**src/rtl/axi_stream_remove_header.sv**
```systemverilog
// rtl/axi_stream_remove_header.sv - strips N leading bytes per packet and re-packs the payload MSB-first
//
// Purpose: for each packet, takes a strip count N from the command port and
// drops the first N bytes of the packet. It then re-aligns the remaining
// payload so that every non-last beat is full. The last beat carries
// contiguous, MSB-aligned keep bits. There is a single registered output stage.
//
// Ports:
//   clk, rst_n                          clock, async active-low reset
//   valid_in/data_in/keep_in/last_in    input stream; ready_in is its backpressure
//   valid_remove/byte_remove_cnt        per-packet strip command; ready_remove acknowledges it
//   valid_out/data_out/keep_out/last_out output stream; ready_out is its backpressure
//   header_out/header_valid             stripped header bytes (only with HEADER_CAPTURE_EN)
//
// Optional feature macro: HEADER_CAPTURE_EN
module axi_stream_remove_header #(
  parameter int DATA_WD      = 32,
  parameter int DATA_BYTE_WD = DATA_WD / 8,
  parameter int BYTE_CNT_WD  = $clog2(DATA_BYTE_WD)
) (
  input  logic                    clk,
  input  logic                    rst_n,
  input  logic                    valid_in,
  input  logic [DATA_WD-1:0]      data_in,
  input  logic [DATA_BYTE_WD-1:0] keep_in,
  input  logic                    last_in,
  output logic                    ready_in,
  input  logic                    valid_remove,
  input  logic [BYTE_CNT_WD:0]    byte_remove_cnt,
  output logic                    ready_remove,
  output logic                    valid_out,
  output logic [DATA_WD-1:0]      data_out,
  output logic [DATA_BYTE_WD-1:0] keep_out,
  output logic                    last_out,
  input  logic                    ready_out
`ifdef HEADER_CAPTURE_EN
  ,
  output logic [DATA_WD-1:0]      header_out,
  output logic                    header_valid
`endif
);

  localparam logic [BYTE_CNT_WD:0] LP_BYTES = (BYTE_CNT_WD + 1)'(DATA_BYTE_WD);

  typedef enum logic [1:0] {S_IDLE, S_FIRST, S_STREAM, S_FLUSH} state_t;

  // m MSB-first ones in a keep vector
  function automatic logic [DATA_BYTE_WD-1:0] f_keep(input logic [BYTE_CNT_WD:0] m);
    f_keep = ~({DATA_BYTE_WD{1'b1}} >> m);
  endfunction

  // expand byte enables to a bit mask
  function automatic logic [DATA_WD-1:0] f_bits(input logic [DATA_BYTE_WD-1:0] k);
    f_bits = '0;
    for (int i = 0; i < DATA_BYTE_WD; i++) f_bits[8*i +: 8] = {8{k[i]}};
  endfunction

  state_t                  r_state;
  logic [BYTE_CNT_WD:0]    r_n;
  logic [DATA_WD-1:0]      r_res;         // residue, MSB-aligned, R bytes valid
  logic [DATA_WD-1:0]      r_flush_data;
  logic [DATA_BYTE_WD-1:0] r_flush_keep;
  logic                    r_valid_out;
  logic [DATA_WD-1:0]      r_data_out;
  logic [DATA_BYTE_WD-1:0] r_keep_out;
  logic                    r_last_out;
`ifdef HEADER_CAPTURE_EN
  logic [DATA_WD-1:0]      r_header;
  logic                    r_header_valid;
`endif

  logic                    w_out_free;
  logic                    w_in_fire;
  logic [BYTE_CNT_WD:0]    w_r;
  logic [BYTE_CNT_WD:0]    w_k;
  logic [BYTE_CNT_WD:0]    w_sum;
  logic [BYTE_CNT_WD:0]    w_n_clamp;
  logic [BYTE_CNT_WD+3:0]  w_sh_n;
  logic [BYTE_CNT_WD+3:0]  w_sh_r;
  logic [DATA_WD-1:0]      w_din_m;
  logic [DATA_WD-1:0]      w_join;
  logic [DATA_WD-1:0]      w_tail;
  logic                    w_emit;
  logic [DATA_WD-1:0]      w_odata;
  logic [DATA_BYTE_WD-1:0] w_okeep;
  logic                    w_olast;

  assign w_out_free   = ready_out | ~r_valid_out;
  assign ready_in     = ((r_state == S_FIRST) || (r_state == S_STREAM)) && w_out_free;
  assign ready_remove = (r_state == S_IDLE);
  assign w_in_fire    = valid_in & ready_in;
  assign w_n_clamp    = (byte_remove_cnt > LP_BYTES) ? LP_BYTES : byte_remove_cnt;
  assign w_r          = LP_BYTES - r_n;
  assign w_sum        = w_r + w_k;
  assign w_sh_n       = {r_n, 3'b000};
  assign w_sh_r       = {w_r, 3'b000};
  assign w_din_m      = data_in & f_bits(keep_in);
  // residue followed by the first N bytes of this beat
  assign w_join       = r_res | (w_din_m >> w_sh_r);
  // bytes of this beat that follow its first N bytes, moved to the MSB end
  assign w_tail       = w_din_m << w_sh_n;

  always_comb begin
    w_k = '0;
    for (int i = 0; i < DATA_BYTE_WD; i++) w_k = w_k + {{BYTE_CNT_WD{1'b0}}, keep_in[i]};
  end

  // What, if anything, is loaded into the output register this cycle
  always_comb begin
    w_emit  = 1'b0;
    w_odata = '0;
    w_okeep = '0;
    w_olast = 1'b0;
    case (r_state)
      S_FIRST, S_STREAM: begin
        if (w_in_fire) begin
          if (r_n == '0) begin
            // nothing to strip: straight registered pass-through
            w_emit  = 1'b1;
            w_odata = w_din_m;
            w_okeep = f_keep(w_k);
            w_olast = last_in;
          end else if (r_state == S_FIRST) begin
            if (last_in && (w_k > r_n)) begin
              w_emit  = 1'b1;
              w_odata = w_tail;
              w_okeep = f_keep(w_k - r_n);
              w_olast = 1'b1;
            end
          end else if (!last_in || (w_k > r_n)) begin
            // full beat; a last beat with k>N leaves a flush beat behind
            w_emit  = 1'b1;
            w_odata = w_join;
            w_okeep = {DATA_BYTE_WD{1'b1}};
          end else if (w_sum != '0) begin
            w_emit  = 1'b1;
            w_odata = w_join;
            w_okeep = f_keep(w_sum);
            w_olast = 1'b1;
          end
        end
      end
      S_FLUSH: begin
        if (w_out_free) begin
          w_emit  = 1'b1;
          w_odata = r_flush_data;
          w_okeep = r_flush_keep;
          w_olast = 1'b1;
        end
      end
      default: ;
    endcase
  end

  always_ff @(posedge clk or negedge rst_n) begin
    if (!rst_n) begin
      r_state        <= S_IDLE;
      r_n            <= '0;
      r_res          <= '0;
      r_flush_data   <= '0;
      r_flush_keep   <= '0;
      r_valid_out    <= 1'b0;
      r_data_out     <= '0;
      r_keep_out     <= '0;
      r_last_out     <= 1'b0;
`ifdef HEADER_CAPTURE_EN
      r_header       <= '0;
      r_header_valid <= 1'b0;
`endif
    end else begin
      if (w_out_free) begin
        r_valid_out <= w_emit;
        r_data_out  <= w_odata;
        r_keep_out  <= w_okeep;
        r_last_out  <= w_olast;
      end
`ifdef HEADER_CAPTURE_EN
      r_header_valid <= 1'b0;
`endif
      case (r_state)
        S_IDLE: begin
          if (valid_remove) begin
            r_n     <= w_n_clamp;
            r_state <= S_FIRST;
          end
        end
        S_FIRST: begin
          if (w_in_fire) begin
            r_res   <= w_tail;
            r_state <= last_in ? S_IDLE : S_STREAM;
`ifdef HEADER_CAPTURE_EN
            r_header       <= data_in & f_bits(f_keep(r_n));
            r_header_valid <= 1'b1;
`endif
          end
        end
        S_STREAM: begin
          if (w_in_fire) begin
            r_res <= w_tail;
            if (last_in) begin
              if ((r_n != '0) && (w_k > r_n)) begin
                r_flush_data <= w_tail;
                r_flush_keep <= f_keep(w_k - r_n);
                r_state      <= S_FLUSH;
              end else begin
                r_state <= S_IDLE;
              end
            end
          end
        end
        S_FLUSH: begin
          if (w_out_free) r_state <= S_IDLE;
        end
        default: r_state <= S_IDLE;
      endcase
    end
  end

  assign valid_out = r_valid_out;
  assign data_out  = r_data_out;
  assign keep_out  = r_keep_out;
  assign last_out  = r_last_out;
`ifdef HEADER_CAPTURE_EN
  assign header_out   = r_header;
  assign header_valid = r_header_valid;
`endif

endmodule
```
**config.mk**
```make
export PLATFORM = sky130hd
export DESIGN_NAME = axi_stream_remove_header
export DESIGN_NICKNAME = d
export VERILOG_FILES = /design/src/rtl/axi_stream_remove_header.sv
export SDC_FILE = /design/constraint.sdc
export NUM_CORES = 1
export LEC_CHECK = 0
export CORE_ASPECT_RATIO = 1.75
export CORE_MARGIN = 4
export CORE_UTILIZATION = 57
export DETAILED_ROUTE_END_ITERATION = 8
export GPL_ROUTABILITY_DRIVEN = 0
export PLACE_DENSITY = 0.87
export SYNTH_ARGS = -nofsm -noshare
export SYNTH_HDL_FRONTEND = slang
export SYNTH_SLANG_ARGS = --single-unit
```
**constraint.sdc**
```tcl
create_clock -name clk -period 3.8 [get_ports clk]
set_input_delay 1.14 -clock clk [delete_from_list [all_inputs] [get_ports clk]]
set_output_delay 1.14 -clock clk [all_outputs]
set_load 0.005 [all_outputs]
```
# Yosys cells after proc, flatten, opt, wreduce, memory -nomap -nowiden
# Cells that the tools add are included.
totals:
  regBits: 111
  latchBits: 0
  ramBits: 0
  rom_bits: 0
  input_bits: 45
  out_inout_bits: 40
  elab_cells: 88
  memories: 0
op_classes:
  add_sub_neg: 6
  n_mul: 0
  div: 0
  order_cmp: 2
  n_eq_ne: 8
  n_shift: 5
  n_mux: 35
  bitwise_logic: 8
  reduce_logical: 15
ops:
  columns: ["op", "n"]
  rows:
  - ["2-to-1 mux 32 bit", 6]
  - ["case mux 32 bit (2 select lines)", 1]
  - ["bitwise AND 32 bit", 1]
  - ["bitwise OR 32 bit", 1]
  - ["<< shifter 32 x 6 -> 32 bit", 1]
  - [">> shifter 32 x 6 -> 32 bit", 1]
  - ["2-to-1 mux 4 bit", 6]
  - ["2-to-1 mux 2 bit", 7]
  - ["inverter 4 bit", 3]
  - [">> shifter 4 x 3 -> 4 bit (first input constant)", 3]
  - ["2-to-1 mux 1 bit", 10]
  - ["!= test 2 bit (second input constant)", 5]
  - ["case mux 2 bit (4 select lines)", 1]
  - ["case mux 4 bit (2 select lines)", 1]
  - ["nonzero test 3 bit", 2]
  - ["AND reduction 5 bit", 1]
  - ["== test 2 bit (second input constant)", 2]
  - ["case mux 1 bit (2 select lines)", 2]
  - ["AND reduction 2 bit", 2]
  - ["AND reduction 4 bit", 1]
  - ["adder 2 x 1 -> 3 bit", 1]
  - ["adder 3 x 1 -> 3 bit", 1]
  - ["adder 3 bit", 1]
  - ["greater-than comparator 3 bit", 1]
  - ["15 further kinds", 18]

# Logic depth before layout (Yosys ltp)
depth:
  word_depth: 12
  mapped_depth: 12
  depth_no_buf: 11

# Worst setup path before layout
# Ideal clock, no wire load.
synth_timing:
  path_kind: "input-to-reg"
  start: "input keep_in[0]"
  end: "register r_flush_data[29]"
  setup_ns: 0.125
  t_arrival_ns: 3.844
  required_ns: 3.675
  path_slack_ns: -0.169
  path_stages: 11
  n_path_buf: 2
  cell_sequence: "fa_1 -> ha_1 -> inv_1 -> ha_1 -> ha_1 -> nor2b_1 -> or3_1 -> clkbuf_1 -> nand4_1 -> buf_2 -> mux2_2"
synth_between:
  elab_chain_len: 6
  word_cells_on_any_way: 8
  classes_between: "3 x add/sub; 1 x order compare; 1 x shift; 1 x bitwise; 2 x reduce/logical"
synth_rtl:
  columns: ["element", "line_no", "rtl"]
  rows:
  - ["start, declared", "25", "input logic [DATA_BYTE_WD-1:0] keep_in,"]
  - ["adder 1 x 1 -> 2 bit", "105", "for (int i = 0; i < DATA_BYTE_WD; i++) w_k = w_k + {{BYTE_CNT_WD{1'b0}}, keep_in[i]};"]
  - ["adder 2 x 1 -> 3 bit", "105", null]
  - ["adder 3 x 1 -> 3 bit", "105", null]
  - ["greater-than comparator 3 bit", "201", "if ((r_n != '0) && (w_k > r_n)) begin"]
  - ["logical AND 1 bit", "201", null]
  - ["AND reduction 4 bit (no line)", null, null]
  - ["end signal, assigned", "202", "r_flush_data <= w_tail;"]
  - ["end, declared", "61", "logic [DATA_WD-1:0] r_flush_data;"]
# Several ways; a longest one is shown, not always the timed one.
# A chain may end at the register's enable or synchronous reset.

# Worst setup path in the final report
layout_timing:
  start: "input keep_in[2]"
  end: "register r_data_out[18], in the netlist data_out[18]"
layout_between:
  elab_chain_len: 10
  word_cells_on_any_way: 18
  classes_between: "3 x add/sub; 1 x order compare; 2 x shift; 7 x mux; 2 x bitwise; 3 x reduce/logical"
layout_rtl:
  columns: ["element", "line_no", "rtl"]
  rows:
  - ["adder 2 x 1 -> 3 bit", "105", null]
  - ["adder 3 x 1 -> 3 bit", "105", null]
  - ["adder 3 bit", "94", "assign w_sum = w_r + w_k;"]
  - ["nonzero test 3 bit", "135", "end else if (w_sum != '0) begin"]
  - ["2-to-1 mux 32 bit", "135", null]
  - ["2-to-1 mux 32 bit", "130", "end else if (!last_in || (w_k > r_n)) begin"]
  - ["2-to-1 mux 32 bit", "123", "end else if (r_state == S_FIRST) begin"]
  - ["2-to-1 mux 32 bit (*)", "117", "if (r_n == '0) begin"]
  - ["2-to-1 mux 32 bit (*)", "116", "if (w_in_fire) begin"]
  - ["case mux 32 bit (2 select lines) (*)", "114", "case (r_state)"]
  - ["end signal, assigned", "173", "r_data_out <= w_odata;"]
  - ["end, declared", "64", "logic [DATA_WD-1:0] r_data_out;"]
# Every way passes the cells marked *; elsewhere a longest branch is shown, timed or not.

==> flow_metrics.env <==
export IMPL_place_ws_ns=-0.6824
export IMPL_cts_tree="done"
export IMPL_gr_total_overflow=0
export IMPL_violations="design-rule violations"
export IMPL_ios=85
export IMPL_drt_first_pass_iters=9
export IMPL_ir_worst_vdd_mv=0.5258
export IMPL_crit_arrival_ns=3.99
export IMPL_drtAntennaViolNets=0
export IMPL_vias_per_cell=7.008
export IMPL_synth_fp_nets=867
export IMPL_required_ns=4.05
export IMPL_ys_flop_type="dfrtp_1"
export IMPL_drt_iter0_drc=1094
export IMPL_portBuffers=84
export IMPL_antenna_found_initial=0
export IMPL_cp_start_kind="input port"
export IMPL_whs_path_depth=2
export IMPL_dpl_hpwl_mm=16.25
export IMPL_vias=7435
export IMPL_end_kind="register"
export IMPL_worstSetupPathType="input port to register"
export IMPL_ys_top_cells_by_area="dfrtp_1 40%, nand2_1 7.4%, o21ai_0 5.8%"
export IMPL_synthesis_area_mm2=0.007028
export IMPL_final_setup_viol_count=0
export IMPL_power_switching_mw=3.326
export IMPL_die_h_um=154.9
export IMPL_grt_util_all_layers_pct=33.67
export IMPL_htreeDepth=3
export IMPL_ys_warn_count=0
export IMPL_pwr_share_comb_pct=61.0
export IMPL_clkLatencyLatePin_ns=0.36
export IMPL_fin_crit_sh_pct=98.45
export IMPL_fin_nets=953
export IMPL_clock_skew_ns=0.009219
export IMPL_ys_top_cells_by_count="138 x nand2_1, 111 x dfrtp_1, 81 x o21ai_0, 46 x a21oi_1, 40 x clkbuf_1"
export IMPL_grt_pass1_wl_mm=37.89
export IMPL_tightest_slew_ns=1.192
export IMPL_leakage_nw=3.802
export IMPL_hold_violations=0
export IMPL_synthArstFlopShare_pct=100.0
export IMPL_switching_share_pct=45.97
export IMPL_ff2ff_path_depth=8
export IMPL_fmax_mhz=267.3
export IMPL_clock_sinks=111
export IMPL_drcViolationCount=9
export IMPL_die_w_um=91.94
export IMPL_clk_pin_slew_ns=0.07
export IMPL_yosysMostFrequentCell="nand2_1"
export IMPL_maxCapViolations=0
export IMPL_slew_headroom_pct=20.22
export IMPL_dieArea_mm2=0.01424
export IMPL_slew_viol_final=0
export IMPL_crit_fanout=6
export IMPL_rows=53
export IMPL_nFillCells=898
export IMPL_synth_edff_count=0
export IMPL_avgSynthCellArea_um2=8.730
export IMPL_fin_tns_setup_ns=0
export IMPL_syn2layout_area_growth_pct=23.70
export IMPL_grt_pass1_vias=7359
export IMPL_n_antenna_cell=0
export IMPL_routedWlPerCell_um=22.75
export IMPL_p_int_mw=3.909
export IMPL_core_area_mm2=0.01207
export IMPL_hold_buffers=0
export IMPL_reg2reg_slack_ns=0.41
export IMPL_max_clock_path_buffers=2
export IMPL_synth_top_area_cell="dfrtp_1"
export IMPL_start_util_pct=58.23
export IMPL_layout_setup_ws_ns=0.05899
export IMPL_p_seq_share_pct=23.9
export IMPL_synth_cell_types=68
export IMPL_fin_crit_ns=3.741
export IMPL_cts_buffers_inserted=9
export IMPL_synth_seq_cells=111
export IMPL_synth_seq_area_share_pct=39.52
export IMPL_drive_gt1_share_pct=15.51
export IMPL_synthCells=805
export IMPL_yosys_area_top_type_share_pct=39.52
export IMPL_wirelength_mm=24.14
export IMPL_status="complete, but fails checks"
export IMPL_holdCritPathClass="register to register"
export IMPL_cts_root_buffer="clkbuf_16"
export IMPL_grt_max_degree=71
export IMPL_p_per_area_mw_per_mm2=832.3
export IMPL_pwr_share_clk_pct=15.2
## metal layers
metal	GRT usage [%]	share of wire, %	up-vias	wire [µm]
li1	-	-	3167	-
met1	38.25	33	3480	7982
met2	55.06	48	602	11590
met3	7.692	11	186	2568
met4	24.66	8.3	0	2002
met5	0	0	-	0
## flip-flops by register name, indices dropped and copies added (netlist names)
signal        count
r_flush_data     32
data_out         32
keep_out          4
r_res            32
r_flush_keep      4
last_out          1
r_state           2
r_n               3
valid_out         1
## area by class of cell
class	instances	area (µm²)	area share, %
repair buffers	145	1348	15.50
clock buffers	11	252.7	2.907
multi-input cells	608	3960	45.55
clock inverters	5	88.84	1.022
inverters	16	60.06	0.6908
well taps	165	206.4	2.375
flip-flops and latches	111	2778	31.95
## cell usage in the layout, fill, tap and decap left out, drive strengths merged, types with 4 or more instances in the layout
cell / Yosys / routed
a211oi: 11 / 11
a21o: 14 / 14
a21oi: 46 / 46
a221o: 7 / 7
a222oi: 7 / 7
a22o: 4 / 4
a22oi: 24 / 24
a311o: 8 / 8
a311oi: 8 / 8
a31o: 5 / 5
a31oi: 10 / 10
a32oi: 10 / 10
and3: 20 / 20
and3b: 14 / 14
buf: 28 / 62
clkbuf: 42 / 14
clkdlybuf4s50: 0 / 80
clkinv: 3 / 5
dfrtp: 111 / 111
ha: 15 / 15
inv: 13 / 14
mux2: 15 / 15
nand2: 138 / 138
nand2b: 6 / 6
nand3: 21 / 21
nand3b: 9 / 9
nor2: 22 / 22
nor2b: 7 / 7
nor3: 16 / 16
o211ai: 7 / 7
o21ai: 98 / 98
o311ai: 5 / 5
o31ai: 9 / 9
or2: 4 / 4
or3: 9 / 9
## power groups by stage
stage	clock network (mW)	logic, mW	registers (mW)
after floorplan	0	2.64	1.68
after global placement	0	4.02	1.71
after detailed placement	0	4.14	1.73
after CTS	1.09	4.24	1.71
after global routing	1.14	4.69	1.75
final	1.10	4.41	1.73
## worst paths after layout
path	from	endpoint
min in group asynchronous	rst_n	keep_out[3]
worst min register to register	r_res[26]	r_res[26]
worst max-delay path	keep_in[2]	data_out[18]
worst min-delay path	r_res[26]	r_res[26]
max in group asynchronous	rst_n	r_flush_data[18]
worst max register to register	r_n[1]	data_out[5]
## cell families (layout without fill, tap and decap cells)
logic type      after synthesis  after routing  synth area share (%)
compound gates              293            293                 28.72
simple gates                279            279                 20.08
flops                       111            111                 39.52
buf+inv                      86            177                 5.341
fa+ha+maj                    17             17                 3.240
mux                          15             15                 2.403
xor+xnor                      4              4                0.6944
## through the flow
step           hold WS, ns  cells  power (mW)  instance area (µm²)  utilization [%]
2_1_floorplan       0.4382    805       4.323                 7074                -
3_3_place_gp        0.4514   1041       5.731                 8298            68.75
3_5_place_dp        0.4641   1041       5.869                 8298            68.75
4_1_cts             0.4826   1058       7.044                 8681            71.93
5_1_grt             0.4993   1061       7.575                 8693            72.03
6_report            0.4828   1061       7.235                 8693            72.03
## repair_timing
| action | in CTS | in global routing |
|---|---|---|
| resized for setup | 11 | 6 |
| endpoints found under the setup margin | 74 | 28 |
| pin swaps | 6 | 7 |
| setup buffers | 1 | 3 |
## critical path: stages
cell and delay (ns):
clkdlybuf4s50_1 0.60, ha_2 0.24, inv_2 0.05, ha_4 0.29, ha_4 0.21, a211o_1 0.30
o21a_1 0.15, o2111ai_4 0.33, or4b_1 0.51, o211ai_1 0.16
Power figures use the tool's default switching activity.
